===== src/rtl/alu_pkg.sv =====
// alu_pkg: opcodes, FSM state encoding and default width for the ALU execute stage
package alu_pkg;
    localparam int WIDTH_DEF = 8;
    localparam logic [2:0] OP_ADD  = 3'b000;
    localparam logic [2:0] OP_SUB  = 3'b001;
    localparam logic [2:0] OP_MUL  = 3'b010;
    localparam logic [2:0] OP_AND  = 3'b011;
    localparam logic [2:0] OP_OR   = 3'b100;
    localparam logic [2:0] OP_XOR  = 3'b101;
    localparam logic [2:0] OP_NOT  = 3'b110;
    localparam logic [2:0] OP_PASS = 3'b111;
    typedef enum logic [1:0] {S_IDLE, S_EXEC, S_DONE} state_t;
endpackage


===== src/rtl/alu_exec_stage_op_fifo2.sv =====
// op_fifo2: two-entry FIFO with 1-bit wrapping pointers and an occupancy count
module op_fifo2 #(
    parameter int W = 8
) (
    input  logic         clk,
    input  logic         rst,
    input  logic         push,
    input  logic         pop,
    input  logic [W-1:0] din,
    output logic [W-1:0] dout,
    output logic         full,
    output logic         empty,
    output logic [1:0]   count
);
    logic [W-1:0] mem [2];
    logic wp, rp, do_push, do_pop;
    assign full    = count == 2'd2;
    assign empty   = count == 2'd0;
    assign do_push = push && !full;
    assign do_pop  = pop && !empty;
    assign dout    = mem[rp];
    always_ff @(posedge clk) begin
        if (rst) begin
            wp    <= 1'b0;
            rp    <= 1'b0;
            count <= 2'd0;
        end else begin
            if (do_push) begin
                mem[wp] <= din;
                wp      <= ~wp;
            end
            if (do_pop) rp <= ~rp;
            count <= count + {1'b0, do_push} - {1'b0, do_pop};
        end
    end
endmodule


===== src/rtl/alu_exec_stage.sv =====
// alu_exec_stage: buffered, registered ALU execute stage with multi-cycle MUL and valid/ready on both sides
module alu_exec_stage
    import alu_pkg::*;
#(
    parameter int WIDTH      = WIDTH_DEF,
    parameter int RD_W       = 3,
    parameter int MUL_CYCLES = 3,
    parameter int FIFO_DEPTH = 2
) (
    input  logic             clk,
    input  logic             rst,
    input  logic             in_valid,
    output logic             in_ready,
    input  logic [2:0]       in_op,
    input  logic [WIDTH-1:0] in_a,
    input  logic [WIDTH-1:0] in_b,
    input  logic [RD_W-1:0]  in_rd,
    output logic             out_valid,
    input  logic             out_ready,
    output logic [WIDTH-1:0] out_result,
    output logic [RD_W-1:0]  out_rd,
    output logic             out_zero,
    output logic             out_carry,
    output logic             busy
);
    localparam int PW = 3 + 2*WIDTH + RD_W;
    function automatic logic [2*WIDTH-1:0] mul_sa(input logic [WIDTH-1:0] a, input logic [WIDTH-1:0] b);
        logic [2*WIDTH-1:0] p;
        p = '0;
        for (int i = 0; i < WIDTH; i++)
            if (b[i]) p = p + ({{WIDTH{1'b0}}, a} << i);
        return p;
    endfunction
    state_t state;
    logic [2:0] cnt, op_q, f_op;
    logic [WIDTH-1:0] a_q, b_q, f_a, f_b, res;
    logic [RD_W-1:0] rd_q, f_rd;
    logic [PW-1:0] f_dout;
    logic [1:0] fifo_count;
    logic fifo_full, fifo_empty, pop, cy;
    logic [WIDTH:0] sum, diff;
    logic [2*WIDTH-1:0] prod;
    assign in_ready = !fifo_full;
    assign pop      = state == S_IDLE && fifo_count != 2'd0;
    assign busy     = state != S_IDLE || !fifo_empty;
    assign {f_op, f_a, f_b, f_rd} = f_dout;
    op_fifo2 #(.W(PW)) u_fifo (
        .clk   (clk),
        .rst   (rst),
        .push  (in_valid && in_ready),
        .pop   (pop),
        .din   ({in_op, in_a, in_b, in_rd}),
        .dout  (f_dout),
        .full  (fifo_full),
        .empty (fifo_empty),
        .count (fifo_count)
    );
    always_comb begin
        sum  = {1'b0, a_q} + {1'b0, b_q};
        diff = {1'b0, a_q} - {1'b0, b_q};
        prod = mul_sa(a_q, b_q);
        res  = op_q == OP_ADD ? sum[WIDTH-1:0] :
               op_q == OP_SUB ? diff[WIDTH-1:0] :
               op_q == OP_MUL ? prod[WIDTH-1:0] :
               op_q == OP_AND ? a_q & b_q :
               op_q == OP_OR  ? a_q | b_q :
               op_q == OP_XOR ? a_q ^ b_q :
               op_q == OP_NOT ? ~a_q : a_q;
        cy   = op_q == OP_ADD ? sum[WIDTH] :
               op_q == OP_SUB ? diff[WIDTH] :
               op_q == OP_MUL ? |prod[2*WIDTH-1:WIDTH] : 1'b0;
    end
    always_ff @(posedge clk) begin
        if (rst) begin
            state      <= S_IDLE;
            cnt        <= '0;
            out_valid  <= 1'b0;
            out_result <= '0;
            out_rd     <= '0;
            out_zero   <= 1'b0;
            out_carry  <= 1'b0;
        end else begin
            case (state)
                S_IDLE: if (pop) begin
                    op_q  <= f_op;
                    a_q   <= f_a;
                    b_q   <= f_b;
                    rd_q  <= f_rd;
                    cnt   <= f_op == OP_MUL ? 3'(MUL_CYCLES - 1) : 3'd0;
                    state <= S_EXEC;
                end
                S_EXEC: if (cnt == 3'd0) begin
                    out_result <= res;
                    out_rd     <= rd_q;
                    out_zero   <= res == '0;
                    out_carry  <= cy;
                    out_valid  <= 1'b1;
                    state      <= S_DONE;
                end else cnt <= cnt - 3'd1;
                S_DONE: if (out_ready) begin
                    out_valid <= 1'b0;
                    state     <= S_IDLE;
                end
                default: state <= S_IDLE;
            endcase
        end
    end
endmodule

===== config.mk =====
export PLATFORM = sky130hd
export DESIGN_NAME = alu_exec_stage
export DESIGN_NICKNAME = d
export VERILOG_FILES = /design/src/rtl/alu_pkg.sv /design/src/rtl/alu_exec_stage_op_fifo2.sv /design/src/rtl/alu_exec_stage.sv
export SDC_FILE = /design/constraint.sdc
export NUM_CORES = 1
export LEC_CHECK = 0
export CAP_MARGIN = 10
export CORE_ASPECT_RATIO = 0.9
export CORE_MARGIN = 10
export CORE_UTILIZATION = 67
export CTS_BUF_LIST = sky130_fd_sc_hd__clkbuf_8 sky130_fd_sc_hd__clkbuf_16
export DETAILED_ROUTE_END_ITERATION = 10
export GPL_TIMING_DRIVEN = 1
export PLACE_DENSITY = 0.88
export SLEW_MARGIN = 20
export SYNTH_ARGS = -nofsm -noshare
export SYNTH_HDL_FRONTEND = slang
export SYNTH_HIERARCHICAL = 1
export SYNTH_SLANG_ARGS = --single-unit

===== constraint.sdc =====
create_clock -name clk -period 28.1 [get_ports clk]
set_input_delay 8.43 -clock clk [delete_from_list [all_inputs] [get_ports clk]]
set_output_delay 8.43 -clock clk [all_outputs]
set_load 0.005 [all_outputs]

# After elaboration in Yosys (flattened, before gate mapping)
# Memories as Yosys holds them, arrays and structs flattened. A register that Yosys moved wholly into a read port is not among the register bits.
# Index checks and enable logic that the tools add are counted.
[totals] in_bits=26 register_bits=45 memories=1 mem_bits_ro=0 mem_bits_rw=44 word_cells=104 latchBits=0 output_inout_bits=16
[classes] addsub=12 n_lt_le_gt_ge=0 div=0 n_eq_ne=14 reduce_logical=22 shift=0 n_mul=0 mux=34 bitwise_logic=7
[memory_table] name="u_fifo.mem" words=2 width=22 rd=1 rd_clocked_by_memory_dff=1 wr=1 line_no="alu_exec_stage_op_fifo2.sv:15" text="logic [W-1:0] mem [2];"
[op_table] op="$mux 16" count=7
[op_table] op="$mux 8" count=8
[op_table] op="$add 16x10->16" count=1
[op_table] op="$add 16x11->16" count=1
[op_table] op="$add 16x12->16" count=1
[op_table] op="$add 16x13->16" count=1
[op_table] op="$add 16x14->16" count=1
[op_table] op="$add 16x15->16" count=1
[op_table] op="$reduce_and 3->1" count=4
[op_table] op="$add 8x9->10" count=1
[op_table] op="$mux 1" count=10
[op_table] op="$add 8x8->9" count=1
[op_table] op="$eq 3x2->1 const B" count=3
[op_table] op="$eq 3x3->1 const B" count=3
[op_table] op="$sub 8x8->9" count=1
[op_table] op="$and 8x8->8" count=1
[op_table] op="$logic_not 8->1" count=1
[op_table] op="$mux 2" count=4
[op_table] op="$not 8->8" count=1
[op_table] op="$or 8x8->8" count=1
[op_table] op="$reduce_bool 2->1" count=4
[op_table] op="$reduce_or 8->1" count=1
[op_table] op="$xor 8x8->8" count=1
[op_table] op="$logic_not 3->1" count=2
[op_table] op="18 further kinds" count=29

# Longest topological paths before layout
[logic_depth] depth_word=19 mapped_depth=53

# Cells and area by module
# Netlist, hierarchy kept.
[modules_own_cells] mod="alu_exec_stage" seq_area_each_um2=1041.0 cells_each=769 n_inst=1 area_each_um2=6008.3
[modules_own_cells] mod="op_fifo2" seq_area_each_um2=1421.4 cells_each=93 n_inst=1 area_each_um2=1838.0

# Worst setup path after synthesis
# No wires, ideal clock.
[synth_path] path_kind="in2reg" startpoint="in rst" endpoint="reg a_q[0], enable pin" setup_slack_ns=16.828 n_path_buf=1 required_ns=27.643 setup_time_ns=0.457 stages=2 arrival_time_ns=10.815 path_cell_list="clkbuf_1 -> nor4_1"
[synth_between] elab_chain_cells=2
[synth_lines] item="start: declaration" line_no="alu_exec_stage.sv:11" text="input logic rst,"
[synth_lines] item="$not 1->1 (no line)"
[synth_lines] item="$reduce_and 3->1 (no line)"
[synth_lines] item="end signal: assignment" line_no="alu_exec_stage.sv:86" text="a_q <= f_a;"
[synth_lines] item="end: declaration" line_no="alu_exec_stage.sv:36" text="logic [WIDTH-1:0] a_q, b_q, f_a, f_b, res;"
# No other way between the ends.
# A chain may end at the register's enable or synchronous reset.

# Worst setup path in the final report
[layout_path] startpoint="reg a_q[2]" endpoint="reg out_carry"
[layout_between] elab_chain_cells=19 elab_cells_between_ends=21 classes_between="add/sub (9); mux (11); reduce/logical (1)"
[layout_lines] item="$mux 8" line_no="alu_exec_stage.sv:31" text="if (b[i]) p = p + ({{WIDTH{1'b0}}, a} << i);"
[layout_lines] item="$add 8x9->10" line_no="alu_exec_stage.sv:31"
[layout_lines] item="$mux 16" line_no="alu_exec_stage.sv:31"
[layout_lines] item="$add 16x10->16" line_no="alu_exec_stage.sv:31"
[layout_lines] item="$mux 16" line_no="alu_exec_stage.sv:31"
[layout_lines] item="$add 16x11->16" line_no="alu_exec_stage.sv:31"
[layout_lines] item="$mux 16" line_no="alu_exec_stage.sv:31"
[layout_lines] item="$add 16x12->16" line_no="alu_exec_stage.sv:31"
[layout_lines] item="[... 3 more ...]"
[layout_lines] item="$add 16x14->16" line_no="alu_exec_stage.sv:31"
[layout_lines] item="$mux 16" line_no="alu_exec_stage.sv:31"
[layout_lines] item="$add 16x15->16" line_no="alu_exec_stage.sv:31"
[layout_lines] item="$mux 16" line_no="alu_exec_stage.sv:31"
[layout_lines] item="$reduce_or 8->1" line_no="alu_exec_stage.sv:71" text="op_q == OP_MUL ? |prod[2*WIDTH-1:WIDTH] : 1'b0;"
[layout_lines] item="$mux 1" line_no="alu_exec_stage.sv:71"
[layout_lines] item="$mux 1" line_no="alu_exec_stage.sv:70" text="op_q == OP_SUB ? diff[WIDTH] :"
[layout_lines] item="$mux 1 *" line_no="alu_exec_stage.sv:69" text="cy = op_q == OP_ADD ? sum[WIDTH] :"
[layout_lines] item="end signal: assignment" line_no="alu_exec_stage.sv:96" text="out_carry <= cy;"
[layout_lines] item="end: declaration" line_no="alu_exec_stage.sv:23" text="output logic out_carry,"
# Mark *: on every way between the ends. The rest lies on a longest branch, timed or not.

==> results.tsv <==
stage	metric	value	unit
final_layout	Antenna Cells	0	
clocking	clock buffer depth	2	
clocking	cts hold-fix bufs	0	
final_layout	fill count	798	
grt	GRT Resource Usage Total	25.9	%
sta	fmax	90.2	MHz
synthesis	Mean Syn Cell Area	9.10	µm²
setup_path	Crit. Startpoint	a_q[2]	
sta	final hold vios	0	
die	Core Region	11400	µm²
sta	final worst-path cycle share	39.5	%
clocking	clock transition at the registers of the reported paths	70	ps
setup_path	Worst R2R Start	a_q[2]	
sta	max-slew violation count	0	
clocking	insertion delay to the later sink of the worst-skew pair	340	ps
final_layout	Syn-to-layout area delta	10.5	%
synthesis	mapped cell area	7850	µm²
detailed_routing	antenna viol nets, final	0	
grt	vias in the first global route	6876	
setup_path	Most common cell on crit path	ha_1	
clocking	TritonCTS Buffers	9	
synthesis	Top FF cell, synth	edfxtp_1	
sta	Final TNS setup	0	ps
synthesis	Syn Nets	981	
final_layout	layout cells sized above 1	8.49	%
detailed_routing	initial drt markers	777	
setup_path	Crit path arrival time	11300	ps
grt	first-pass GRT wire length	34600	µm
setup_path	Crit-path slowest cell	edfxtp_1	
detailed_routing	drt drc	0	
placed_design	PortBufs	41	
job	Max Cap Viol	0	
final_layout	Layout Nets	1009	
detailed_routing	first drt pass iteration count	6	
hold_path	HP Start	out_rd[0]	
sta	Worst-Margin Slew	1010	ps
setup_path	CP endpoint kind	register	
synthesis	EDFF count, synth	66	
final_layout	Multi-input gate area	5040	µm²
final_layout	most frequent cells in the layout	ha_1 (85), nor2_1 (74), nand2_1 (72)	
sta	unrepaired setup endpoints after global routing	no	
sta	clk_skew	9.16	ps
die	Die Span X	134	µm
clocking	# clock sinks	90	
sta	slew margin rel.	32.9	%
detailed_routing	Routed WL per cell	20.4	µm
clocking	setup bufs post-CTS	0	
detailed_routing	DRT Wirelength	21400	µm
die	DIE AREA	16400	µm²
sta	Fin Hold WS	471	ps
setup_path	worst-path maximum fanout	25	
detailed_routing	via count	6989	
status	status	finished clean	
synthesis	ys async rst share	0	%
placed_design	Post-DP Area	8380	µm²
placed_design	Final GP Congestion	0.952	
grt	GRT overflow	0	
clocking	clk root buf	clkbuf_16	
clocking	H-tree lvl count	3	
setup_path	Worst path max stage delay	940	ps
setup_path	critical path required time	28310	ps
die	Ports	42	
die	Initial Util	68.6	%
final_layout	Register Area	2460	µm²
clocking	post_cts resized	0	
final_layout	most common cell after layout, fill and taps aside	ha_1	
die	Die H	123	µm
synthesis	Seq/Total Area, Yosys	31.4	%
die	Row Count	37	
synthesis	Yosys cell types	86	
final_layout	Finished Core Util	75.8	%
synthesis	Yosys warnings	6	
placed_design	HPWL after DPL	15600	µm
synthesis	synthesized instance count	862	
hold_path	Hold WC Path Type	register to register	
setup_path	Startpoint Class	register	
grt	initial antenna violation count	0	
sta	min cycle time layout	11090	ps
sta	final setup violation count	0	
detailed_routing	vias per inst	6.65	
clocking	CTS tree	yes	
final_layout	final instance area	8670	µm²
grt	largest net degree at the start of global routing	35	
synthesis	Yosys reg bits	90	
setup_path	Crit Path Class	register to register	
-- layer usage --
layer	up-vias	track usage (%)	wire, µm	part of all wire [%]
met5	-	0	0	0
met4	0	11.8	788	3.7
met3	71	4.49	1730	8.1
met2	366	45.2	10500	49
met1	3288	30.7	8450	39
li1	3264	-	-	-
-- logic make-up after synthesis --
logic type / after synthesis / share of synthesized area, %
xor+xnor: 37 / 4.13
fa+ha+maj: 93 / 15.6
flops: 90 / 31.4
simple gates: 274 / 17.2
compound gates: 245 / 22.1
mux: 35 / 5.09
buf+inv: 88 / 4.54
-- per-stage QoR --
step,std cells,setup WS [ps]
final,1051,17010
after global routing,1051,16320
after CTS,1051,17140
after detailed placement,1035,17200
after global placement,1035,17770
after floorplan,862,16830
-- worst max-delay path, delay by kind of cell, from the launching register on --
family,cells,cell delay (ps)
AOI/OAI and AO/OA,15,3460
and+or+nand+nor,13,2630
adders and majority gates,7,2380
xor gates and xnor gates,6,1000
DFF,1,940
muxes,2,330
buffers and inverters,2,190
-- Yosys cell counts (6+ instances only) --
library cell | n | area, µm²
clkbuf_1 | 19 | 71.3
a31oi_1 | 17 | 106
o31a_1 | 6 | 52.6
mux2_2 | 25 | 282
o21a_1 | 15 | 113
dfxtp_1 | 24 | 480
inv_1 | 50 | 188
nand2b_1 | 16 | 100
a211oi_1 | 10 | 75.1
nor3_1 | 25 | 125
mux2i_1 | 8 | 80.1
o21ai_0 | 34 | 170
o31ai_1 | 8 | 60.1
fa_1 | 8 | 160
a21oi_1 | 47 | 235
nand3_1 | 20 | 100
nor2_1 | 74 | 278
and3_1 | 6 | 37.5
a21o_1 | 17 | 128
edfxtp_1 | 66 | 1980
nor2b_1 | 12 | 75.1
xnor2_1 | 22 | 193
ha_1 | 85 | 1060
nor4_1 | 6 | 37.5
or3_1 | 10 | 62.6
o211ai_1 | 9 | 67.6
o21ai_1 | 9 | 45.0
nand2_1 | 72 | 270
and2_1 | 8 | 50.1
xor2_1 | 15 | 131
buf_2 | 6 | 30.0
-- sequential cells by signal, indices dropped and copies added, names as in the netlist, named ones only --
name and flops:
state 2, b_q 8, out_zero 1, cnt 3
out_carry 1, out_rd 3, u_fifo/count 2, out_result 8
u_fifo/wp 1, u_fifo/mem 44, u_fifo/rp 1, op_q 3
a_q 8, rd_q 3, out_valid 1
-- cell type report --
| class | instances | share of cell area [%] |
|---|---|---|
| Inverter | 57 | 2.47 |
| Multi-Input combinational cell | 684 | 58.2 |
| Sequential cell | 90 | 28.4 |
| Clock inverter | 7 | 0.794 |
| Timing Repair Buffer | 48 | 5.34 |
| Clock buffer | 9 | 2.60 |
| Tap cell | 156 | 2.25 |
-- path summary, 6_finish.rpt --
kind                to  slack, ps  depth (start not counted)
min          out_rd[0]        470                          2
min reg2reg  out_rd[0]        470                          2
max          out_carry      17010                         45
max reg2reg  out_carry      17010                         45
Power is not shown: default switching activity piles up to over one toggle a cycle in this logic, so the estimate is an artifact.
